<file path="config.mk">
export PLATFORM = sky130hd
export DESIGN_NAME = superscalar_fifo_flat
export DESIGN_NICKNAME = d
export VERILOG_FILES = /design/src/rtl/superscalar_fifo_if.sv /design/src/rtl/superscalar_fifo.sv /design/src/flat_wrapper.sv
export SDC_FILE = /design/constraint.sdc
export NUM_CORES = 2
export LEC_CHECK = 0
export CAP_MARGIN = 10
export CORE_ASPECT_RATIO = 0.9
export CORE_UTILIZATION = 50
export CTS_CLUSTER_SIZE = 8
export DETAILED_ROUTE_END_ITERATION = 16
export PLACE_DENSITY = 0.71
export SYNTH_ARGS = -nofsm -noshare
export SYNTH_HDL_FRONTEND = slang
export SYNTH_SLANG_ARGS = --single-unit
</file>
<file path="constraint.sdc">
create_clock -name clk -period 3.85 [get_ports clk]
set_input_delay 0.77 -clock clk [delete_from_list [all_inputs] [get_ports clk]]
set_output_delay 0.77 -clock clk [all_outputs]
set_load 0.05 [all_outputs]
</file>
<file path="src/rtl/superscalar_fifo_if.sv">
// Handshake and status bundle for superscalar_fifo.
// The err signal exists only when SS_FIFO_ERR_EN is defined.
interface superscalar_fifo_if #(
    parameter int DEPTH = 16,
    parameter int WIDTH = 32,
    parameter int IN_W  = 3,
    parameter int OUT_W = 3
);
    localparam int CW = $clog2(DEPTH + 1);
    localparam int WW = $clog2(IN_W + 1);
    localparam int RW = $clog2(OUT_W + 1);

    // Producer side
    logic [WW-1:0]              wr_count;
    logic [IN_W-1:0][WIDTH-1:0] wr_data;
    logic [WW-1:0]              wr_accept;

    // Consumer side
    logic [RW-1:0]               rd_count;
    logic [OUT_W-1:0][WIDTH-1:0] rd_data;
    logic [OUT_W-1:0]            rd_valid;
    logic [RW-1:0]               rd_taken;

    // Status
    logic [CW-1:0] count;
    logic [CW-1:0] free_slots;
    logic          almost_full;
    logic          full;
    logic          empty;
`ifdef SS_FIFO_ERR_EN
    logic          err;
`endif

    // Producer/consumer view
    modport master (
`ifdef SS_FIFO_ERR_EN
        input  err,
`endif
        output wr_count, wr_data, rd_count,
        input  wr_accept, rd_data, rd_valid, rd_taken,
        input  count, free_slots, almost_full, full, empty
    );

    // FIFO view
    modport slave (
`ifdef SS_FIFO_ERR_EN
        output err,
`endif
        input  wr_count, wr_data, rd_count,
        output wr_accept, rd_data, rd_valid, rd_taken,
        output count, free_slots, almost_full, full, empty
    );
endinterface

</file>
<file path="src/rtl/superscalar_fifo.sv">
// superscalar_fifo: N-in / M-out synchronous FIFO for packet buffering
// between superscalar pipeline stages. Occupancy lives in a single count
// register that alone decides full/empty; pointers wrap by compare-and-
// subtract so DEPTH need not be a power of two.
// Optional feature: define SS_FIFO_ERR_EN to add a sticky err flag that
// records any overflow or underflow request.
module superscalar_fifo #(
    parameter int DEPTH       = 16,
    parameter int WIDTH       = 32,
    parameter int IN_W        = 3,
    parameter int OUT_W       = 3,
    parameter int ALERT_DEPTH = 3
) (
    input  logic              clk,
    input  logic              rst_n,
    superscalar_fifo_if.slave bus
);
    localparam int CW = $clog2(DEPTH + 1);
    localparam int PW = $clog2(DEPTH);
    localparam int WW = $clog2(IN_W + 1);
    localparam int RW = $clog2(OUT_W + 1);

    logic [PW-1:0]    head_q, head_d;
    logic [PW-1:0]    tail_q, tail_d;
    logic [CW-1:0]    count_q, count_d;
    logic [WIDTH-1:0] mem_q [DEPTH];
    logic [WIDTH-1:0] mem_d [DEPTH];

    logic [CW-1:0]    free_w;
    logic [WW-1:0]    wr_accept_w;
    logic [RW-1:0]    rd_taken_w;

`ifdef SS_FIFO_ERR_EN
    logic             err_q, err_d;
`endif

    // Pointer advance with wrap; offset is always < DEPTH so one subtract suffices.
    function automatic logic [PW-1:0] wrap_add(input logic [PW-1:0] base, input int offset);
        int sum;
        sum = int'(base) + offset;
        if (sum >= DEPTH) sum = sum - DEPTH;
        return PW'(sum);
    endfunction

    // Grant sizes from registered occupancy only; reads never create same-cycle write credit.
    always_comb begin
        // NOTE: combinational blocks use blocking '=' so later statements see earlier results;
        // clocked blocks use '<=' so every flop samples pre-edge values.
        free_w      = CW'(DEPTH) - count_q;
        wr_accept_w = (CW'(bus.wr_count) > free_w)  ? WW'(free_w)  : bus.wr_count;
        rd_taken_w  = (CW'(bus.rd_count) > count_q) ? RW'(count_q) : bus.rd_count;
    end

    // Next-state: write accepted slots, advance pointers, update occupancy.
    always_comb begin
        // NOTE: every target gets a full default before any conditional update,
        // so no path leaves a value unassigned and no latch is inferred.
        mem_d = mem_q;
        for (int i = 0; i < IN_W; i++) begin
            if (i < int'(wr_accept_w)) mem_d[wrap_add(tail_q, i)] = bus.wr_data[i];
        end
        tail_d  = wrap_add(tail_q, int'(wr_accept_w));
        head_d  = wrap_add(head_q, int'(rd_taken_w));
        // count + wr_accept never exceeds DEPTH, so this CW-bit sum cannot overflow.
        count_d = count_q + CW'(wr_accept_w) - CW'(rd_taken_w);
    end

`ifdef SS_FIFO_ERR_EN
    // Sticky error: any request beyond what the FIFO can honour this cycle.
    always_comb begin
        err_d = err_q
              | (CW'(bus.wr_count) > free_w)
              | (CW'(bus.rd_count) > count_q);
    end
`endif

    // State registers with asynchronous clear.
    always_ff @(posedge clk or negedge rst_n) begin
        if (!rst_n) begin
            head_q  <= '0;
            tail_q  <= '0;
            count_q <= '0;
            // NOTE: the storage array is reset too, because stale (ignored) read
            // slots must still show zero immediately after reset.
            mem_q   <= '{default: '0};
`ifdef SS_FIFO_ERR_EN
            err_q   <= 1'b0;
`endif
        end else begin
            head_q  <= head_d;
            tail_q  <= tail_d;
            count_q <= count_d;
            mem_q   <= mem_d;
`ifdef SS_FIFO_ERR_EN
            err_q   <= err_d;
`endif
        end
    end

    // Read window: slot i shows entry head+i; valid only below the registered count.
    always_comb begin
        bus.rd_data  = '0;
        bus.rd_valid = '0;
        for (int i = 0; i < OUT_W; i++) begin
            bus.rd_data[i]  = mem_q[wrap_add(head_q, i)];
            bus.rd_valid[i] = (i < int'(count_q));
        end
    end

    assign bus.wr_accept   = wr_accept_w;
    assign bus.rd_taken    = rd_taken_w;
    assign bus.count       = count_q;
    assign bus.free_slots  = free_w;
    assign bus.almost_full = (free_w <= CW'(ALERT_DEPTH));
    assign bus.full        = (count_q == CW'(DEPTH));
    assign bus.empty       = (count_q == '0);
`ifdef SS_FIFO_ERR_EN
    assign bus.err         = err_q;
`endif

endmodule

</file>
<file path="src/flat_wrapper.sv">
// flat-port wrapper written by rule: the top's interface ports become plain ports
module superscalar_fifo_flat 
#(
    parameter int DEPTH       = 16,
    parameter int WIDTH       = 32,
    parameter int IN_W        = 3,
    parameter int OUT_W       = 3,
    parameter int ALERT_DEPTH = 3
)
  (clk, rst_n, bus_wr_count, bus_wr_data, bus_rd_count, bus_wr_accept, bus_rd_data, bus_rd_valid, bus_rd_taken, bus_count, bus_free_slots, bus_almost_full, bus_full, bus_empty);
  superscalar_fifo_if #(.DEPTH(DEPTH), .WIDTH(WIDTH), .IN_W(IN_W), .OUT_W(OUT_W)) bus_i ();
  input  logic clk;
  input  logic rst_n;
  input wire logic [$bits(bus_i.wr_count)-1:0] bus_wr_count;
  input wire logic [$bits(bus_i.wr_data)-1:0] bus_wr_data;
  input wire logic [$bits(bus_i.rd_count)-1:0] bus_rd_count;
  output wire logic [$bits(bus_i.wr_accept)-1:0] bus_wr_accept;
  output wire logic [$bits(bus_i.rd_data)-1:0] bus_rd_data;
  output wire logic [$bits(bus_i.rd_valid)-1:0] bus_rd_valid;
  output wire logic [$bits(bus_i.rd_taken)-1:0] bus_rd_taken;
  output wire logic [$bits(bus_i.count)-1:0] bus_count;
  output wire logic [$bits(bus_i.free_slots)-1:0] bus_free_slots;
  output wire logic [$bits(bus_i.almost_full)-1:0] bus_almost_full;
  output wire logic [$bits(bus_i.full)-1:0] bus_full;
  output wire logic [$bits(bus_i.empty)-1:0] bus_empty;
  assign bus_i.wr_count = bus_wr_count;
  assign bus_i.wr_data = bus_wr_data;
  assign bus_i.rd_count = bus_rd_count;
  assign bus_wr_accept = bus_i.wr_accept;
  assign bus_rd_data = bus_i.rd_data;
  assign bus_rd_valid = bus_i.rd_valid;
  assign bus_rd_taken = bus_i.rd_taken;
  assign bus_count = bus_i.count;
  assign bus_free_slots = bus_i.free_slots;
  assign bus_almost_full = bus_i.almost_full;
  assign bus_full = bus_i.full;
  assign bus_empty = bus_i.empty;
  superscalar_fifo #(.DEPTH(DEPTH), .WIDTH(WIDTH), .IN_W(IN_W), .OUT_W(OUT_W), .ALERT_DEPTH(ALERT_DEPTH)) u_core (.clk(clk), .rst_n(rst_n), .bus(bus_i));
endmodule
</file>
Yosys cells after proc, flatten, opt, wreduce, memory -nomap -nowiden
Cells that the tools add are included.
Operators by class
  add/sub/neg operators: 17
  $lt $le $gt $ge: 26
  equality and inequality tests: 1
  mux-type cells: 34
  bitwise operators: 6
  reductions and logical operators: 4
Operators with widths (number)
  $bwmux W512: 3
  $mux W512: 3
  $bmux W32 S4: 3
  $demux W32 S4: 3
  $mux W32: 9
  $ge A5 B5 Y1 const B: 12
  $mux W4: 11
  $sub A4 B1 Y4 const B: 8
  $not A4 Y5: 6
  $lt A5 B1 Y1 const B: 3
  $add A4 B1 Y5 const B: 2
  $add A4 B2 Y5: 2
  $add A4 B2 Y5 const B: 2
  $ge A4 B5 Y1 const B: 2
  $gt A2 B5 Y1: 2
  $lt A1 B5 Y1 const A: 2
  $add A5 B2 Y5: 1
  $eq A5 B5 Y1 const B: 1
  $le A5 B2 Y1 const B: 1
  $logic_not A5 Y1: 1
  $lt A2 B5 Y1 const A: 1
  $sub A5 B2 Y5: 1
  $sub A5 B5 Y5 const A: 1
  $lt A1 B2 Y1 const A: 2
  other kinds (3): 6
Storage, ports and cells
  register bits: 525
  input port bits: 102
  output and inout port bits: 116
  word-level logic and storage cells: 107

Longest topological paths before layout
  depth after elaboration: 16
  depth in mapped cells: 19
  depth with buffers taken out: 16

Least setup slack after synthesis
Ideal clock, no wire load.
  path kind: register to register
  start: register u_core.count_q[0], in the netlist u_core.bus.count[0]
  end: register u_core.count_q[4], in the netlist u_core.bus.count[4]
  library setup time: 0.079 ns
  arrival: 5.495 ns
  required time: 3.771 ns
  setup slack: -1.724 ns
  cell stages (with the launch flop): 20
  path buffers: 3
  clock period less this slack: 5.574 ns
  cell sequence: dfrtp_1 buf_6 inv_1 ha_1 clkbuf_1 inv_1 ha_1 a21o_1 nand3_1 nor2_1 buf_2 o21ai_0 nand2b_1 nand2_1 ha_1 fa_1 a21oi_1 nor2_1 nor2_1 xor2_1
Between the ends
  word-level cells in the longest chain between the ends: 5
  elaborated cells between the ends (all ways): 7
  classes of those cells: add/sub (3); order compare (2); mux (2)
Ends and longest elaborated chain
  start: declaration: line superscalar_fifo.sv:25  | logic [CW-1:0] count_q, count_d;
  start signal: assignment: line superscalar_fifo.sv:92  | count_q <= count_d;
  $sub A5 B5 Y5: line superscalar_fifo.sv:49  | free_w = CW'(DEPTH) - count_q;
  named net bus_free_slots[1]: line flat_wrapper.sv:22  | output wire logic [$bits(bus_i.free_slots)-1:0] bus_free_slots;
  $gt A2 B5 Y1: line superscalar_fifo.sv:50  | wr_accept_w = (CW'(bus.wr_count) > free_w) ? WW'(free_w) : bus.wr_count;
  $mux W2: line superscalar_fifo.sv:50
  named net bus_wr_accept[0]: line flat_wrapper.sv:17  | output wire logic [$bits(bus_i.wr_accept)-1:0] bus_wr_accept;
  $add A5 B2 Y5: line superscalar_fifo.sv:65  | count_d = count_q + CW'(wr_accept_w) - CW'(rd_taken_w);
  $sub A5 B2 Y5: line superscalar_fifo.sv:65
  named net u_core.count_d[4]: line superscalar_fifo.sv:25
The timed path passes the listed nets, and every way through them passes these cells.

Worst setup path after layout
  start: register u_core.head_q[0]
  end: output bus_rd_data[57]
Between the ends
  word-level cells in the longest chain between the ends: 7
  elaborated cells between the ends (all ways): 8
  classes of those cells: add/sub (2); order compare (1); mux (4); bitwise (1)
Ends and longest elaborated chain
  start: declaration: line superscalar_fifo.sv:23  | logic [PW-1:0] head_q, head_d;
  start signal: assignment: line superscalar_fifo.sv:80  | head_q <= '0;
  start signal: assignment: line superscalar_fifo.sv:90  | head_q <= head_d;
  $add A4 B1 Y5 *: line superscalar_fifo.sv:40  | sum = int'(base) + offset;
  $sub A4 B1 Y4 or $ge A5 B5 Y1 (tied branches): line superscalar_fifo.sv:41  | if (sum >= DEPTH) sum = sum - DEPTH;
  $mux W4 *: line superscalar_fifo.sv:41
  $not A4 Y5 (not written as such) *: line superscalar_fifo.sv:105  | bus.rd_data[i] = mem_q[wrap_add(head_q, i)];
  $bmux W32 S4 *: line superscalar_fifo.sv:105
  $mux W32 (not written as such) * (2 in a row): line superscalar_fifo.sv:105
  end: declaration: line flat_wrapper.sv:18  | output wire logic [$bits(bus_i.rd_data)-1:0] bus_rd_data;
Mark *: on every way between the ends. The rest lies on a longest branch, timed or not. The select of a mux whose other input is x is not followed.

==> results.md <==
- The run finished, with violations left.
- The final reports fail on negative setup slack.
- The number of flops mapped to enable cells by yosys is 0.
- The count of distinct cell types in the synthesized netlist is 54.
- The via count of the first global-routing pass came to 35620.
- The max-slew headroom at the worst pin is 24.0%.
- Timing would allow up to 250 MHz.
- The post-route clock skew is 0.0246 ns.
- The final number of setup-violating endpoints is 54.
- The H-tree generated during clock tree synthesis spans 3 levels.
- The final hold violation count is 0.
- In this run the standard cell core region covers 77800 um2.
- The number of nets at the end of the flow is 3505.
- The relative area change from synthesis to final layout is 18.7%.
- Entering global routing, the biggest net connects 103 pins.
- For met3 alone, demand over resource in global routing was 19.4%.
- The detail route stage leaves a number of antenna-violating nets equal to 0.
- For this design the top-level I/O count stands at 218.
- The die covers 79800 um2.
- The number of buffers and inverters on the critical path is 4.
- The initial utilization of the core area, before any placement, comes to 50.5%.
- The worst setup path is launched from a flop.
- Detailed placement finished with a half-perimeter wire length of 101000 um.
- Synthesis produced a netlist with a net count of 3430.
- Clock-pin slew was measured on the worst setup and hold paths at 0.05 ns.
- The warning count from the yosys run is 0.
- The largest single stage delay on the critical path is 0.53 ns.
- The die extent in x is 298 um.
- Averaged over all synthesized cells, the footprint is 11.9 um2.
- Cells with a size suffix above 1 make up 32.1% of the layout.
- The async set-or-reset flop fraction in the synthesized netlist is 100%.
- The port buffer count is 217.
- The tree is rooted in a sky130_fd_sc_hd__clkbuf_16.
- The maximum fanout along the worst path is 7.
- The clock net in this run drives a total of 525 sinks.
- TritonCTS built the clock tree.
- The clock passes through at most 3 buffers.
- The number of cells in the finished layout apart from fillers is 4438.
- For the finished layout, the period the worst path requires is 4.00 ns.
- Setup slack on the critical path of the routed design comes to -0.153 ns.
- The first-pass GRT wire length is 247000 um.
- The total overflow left after global routing is 0.
- The dominant synthesized flop cell is sky130_fd_sc_hd__dfrtp_1.
- Global routing consumed, on the met2 layer, 58.6% of the routing resources.
- After clock tree synthesis, the flow added hold-fix buffers numbering 0.
- The number of max-cap violations is 0.
- The sort of element at the end of the critical path is a primary output.
- The cell with the largest stage delay on the worst path is sky130_fd_sc_hd__dfrtp_4.
- The transition time of the tightest slew-check pin is 1.13 ns.
- The routed layout has 36548 vias.
- The final-report max-slew violation count was 0.
- Setup repair after global routing could not meet its margin everywhere.
- The first-pass detailed-route iteration total is 7.
- The chip height is 268 um.
- In this run, CTS created clock tree buffers numbering 76.
- The type of the worst setup path is reg2out.
- The mean routed wirelength per cell is 38.8 um.
- The register bit count reported by yosys is 525.
- The busiest layer in global routing is met2.
- At the worst endpoint, the required time is 3.08 ns.
- The placer congestion estimate is 0.965.
- The initial antenna violation count is 9.
- Dividing the detail-routed via count by the number of cells gives 8.24.
- The count of standard-cell rows is 97.
- The netlist area before placement is 39300 um2.
- The clock insertion delay at the later pin of the skew report is 0.65 ns.
- The kind of cell with the highest combined delay along the critical path is multiplexers.
- The number of instances in the synthesized netlist is 3303.
- In the routed design, unresolved DRC markers number 0.
- The sequential fraction of the synthesis area is 33.4%.
- The signal on the critical path passes through ha_4, buf_12, buf_12, buf_16, mux4_2, mux4_2, buf_8.
- The DRC marker count from the first detailed-route iteration is 6756.
- For this run, the total global-route usage over all layers was measured as 42.5%.
- The total routed wirelength is 172000 um.
- The arrival time of the worst setup path is 3.23 ns.
- In the global route stage, met1 resource usage came out at 53.3%.
- Dividing the final minimum period by the clock period gives 104%.
- In this run, placement finished with an instance count of 4306.
- The classification of the worst-slack hold path is in2async.
## flip-flops by register name, summed over array words and instances, names as in the netlist
register          flops
u_core.mem_q        512
u_core.bus.count      5
u_core.head_q         4
u_core.tail_q         4
## synthesized netlist by cell type, types with 21 or more instances
| library cell | count | area (um2) |
|---|---|---|
| sky130_fd_sc_hd__a21oi_1 | 300 | 1500 |
| sky130_fd_sc_hd__a221oi_1 | 40 | 350 |
| sky130_fd_sc_hd__a221oi_2 | 88 | 1320 |
| sky130_fd_sc_hd__buf_1 | 36 | 135 |
| sky130_fd_sc_hd__buf_2 | 64 | 320 |
| sky130_fd_sc_hd__clkbuf_1 | 331 | 1240 |
| sky130_fd_sc_hd__dfrtp_1 | 525 | 13100 |
| sky130_fd_sc_hd__ha_1 | 21 | 263 |
| sky130_fd_sc_hd__inv_1 | 48 | 180 |
| sky130_fd_sc_hd__mux2i_1 | 417 | 4170 |
| sky130_fd_sc_hd__mux4_2 | 480 | 10800 |
| sky130_fd_sc_hd__nand2_1 | 31 | 116 |
| sky130_fd_sc_hd__nand3b_1 | 98 | 736 |
| sky130_fd_sc_hd__nor2_1 | 148 | 556 |
| sky130_fd_sc_hd__o21ai_0 | 106 | 531 |
| sky130_fd_sc_hd__o22ai_1 | 414 | 2590 |
## worst paths after layout
| check | start | end | slack, ns | cells past startpoint |
|---|---|---|---|---|
| setup / recovery | u_core.head_q[0] | bus_rd_data[57] | -0.15 | 7 |
| hold / removal | rst_n | u_core.bus.count[3] | 0.26 | 1 |
| setup reg to reg | u_core.bus.count[3] | u_core.mem_q[24] | 0.39 | 11 |
| hold reg to reg | u_core.mem_q[396] | u_core.mem_q[396] | 0.62 | 2 |
| max in group asynchronous | rst_n | u_core.mem_q[394] | 2.61 | 2 |
| min in group clk | u_core.mem_q[396] | u_core.mem_q[396] | 0.62 | 2 |
## timing repair
item / in CTS / in global routing
cloned: 14 / 3
setup buffers: 16 / 3
resized for setup: 67 / 11
setup endpoints to repair: 91 / 59
pin swaps: 1 / 1
## routing by layer
layer / part of all wire (%) / up-vias
met5: 0.098 / -
met4: 8.0 / 12
met3: 18 / 1010
met2: 41 / 4219
met1: 33 / 17822
li1: - / 13485
## final cells by class
class                   instances  area [um2]
well taps                    1039        1300
clock buffers                  84        1980
multi-input cells            2276       24700
inverters                      49         186
flip-flops and latches        525       13200
diodes                          8        20.0
clock inverters                 7         134
repair buffers                450        5240
fillers                      5997       31100
## kinds of logic after synthesis
kind of cell | count (synthesis) | synth area share (%)
simple gates | 344 | 4.74
compound gates | 997 | 17.1
xor+xnor | 13 | 0.290
mux | 897 | 38.1
buf+inv | 502 | 5.46
flops | 525 | 33.4
fa+ha+maj | 25 | 0.872
## placed cells by master, fill, tap and decap left out, types with 5 or more instances in the layout
cell,Yosys,final
sky130_fd_sc_hd__dfrtp_1,525,518
sky130_fd_sc_hd__mux4_2,480,480
sky130_fd_sc_hd__mux2i_1,417,417
sky130_fd_sc_hd__o22ai_1,414,414
sky130_fd_sc_hd__a21oi_1,300,295
sky130_fd_sc_hd__buf_4,4,201
sky130_fd_sc_hd__nor2_1,148,146
sky130_fd_sc_hd__clkdlybuf4s50_1,0,115
sky130_fd_sc_hd__o21ai_0,106,104
sky130_fd_sc_hd__nand3b_1,98,98
sky130_fd_sc_hd__a221oi_2,88,88
sky130_fd_sc_hd__clkbuf_16,0,80
sky130_fd_sc_hd__buf_12,0,70
sky130_fd_sc_hd__inv_1,48,44
sky130_fd_sc_hd__a221oi_1,40,40
sky130_fd_sc_hd__nand2_1,31,31
sky130_fd_sc_hd__buf_6,9,26
sky130_fd_sc_hd__buf_16,0,16
sky130_fd_sc_hd__ha_1,21,15
sky130_fd_sc_hd__o21ai_4,0,13
sky130_fd_sc_hd__buf_8,9,13
sky130_fd_sc_hd__nand3_1,12,11
sky130_fd_sc_hd__diode_2,0,8
sky130_fd_sc_hd__nor3_1,7,7
sky130_fd_sc_hd__and2_2,0,7
sky130_fd_sc_hd__o2111ai_4,0,6
sky130_fd_sc_hd__nor2b_4,0,6
sky130_fd_sc_hd__xnor2_1,6,5
sky130_fd_sc_hd__nand2b_1,6,5
sky130_fd_sc_hd__a21o_1,6,5
sky130_fd_sc_hd__xor2_1,7,5
sky130_fd_sc_hd__o211ai_1,5,5
sky130_fd_sc_hd__bufbuf_16,0,5
## per-stage QoR
step / setup slack [ns] / hold WS [ns] / utilization, % / setup TNS (ns) / cell area (um2)
floorplan: 0.0227 / 0.474 / - / 0 / 39400
global placement: 0.0711 / 0.591 / 56.1 / 0 / 43600
detailed placement: -0.0610 / 0.605 / 56.1 / -0.0610 / 43600
CTS: -0.129 / 0.298 / 59.9 / -3.22 / 46600
global route: -0.142 / 0.331 / 60.0 / -4.21 / 46700
finish: -0.153 / 0.262 / 60.0 / -4.29 / 46700
Power is not shown: default switching activity piles up to over one toggle a cycle in this logic, so the estimate is an artifact.
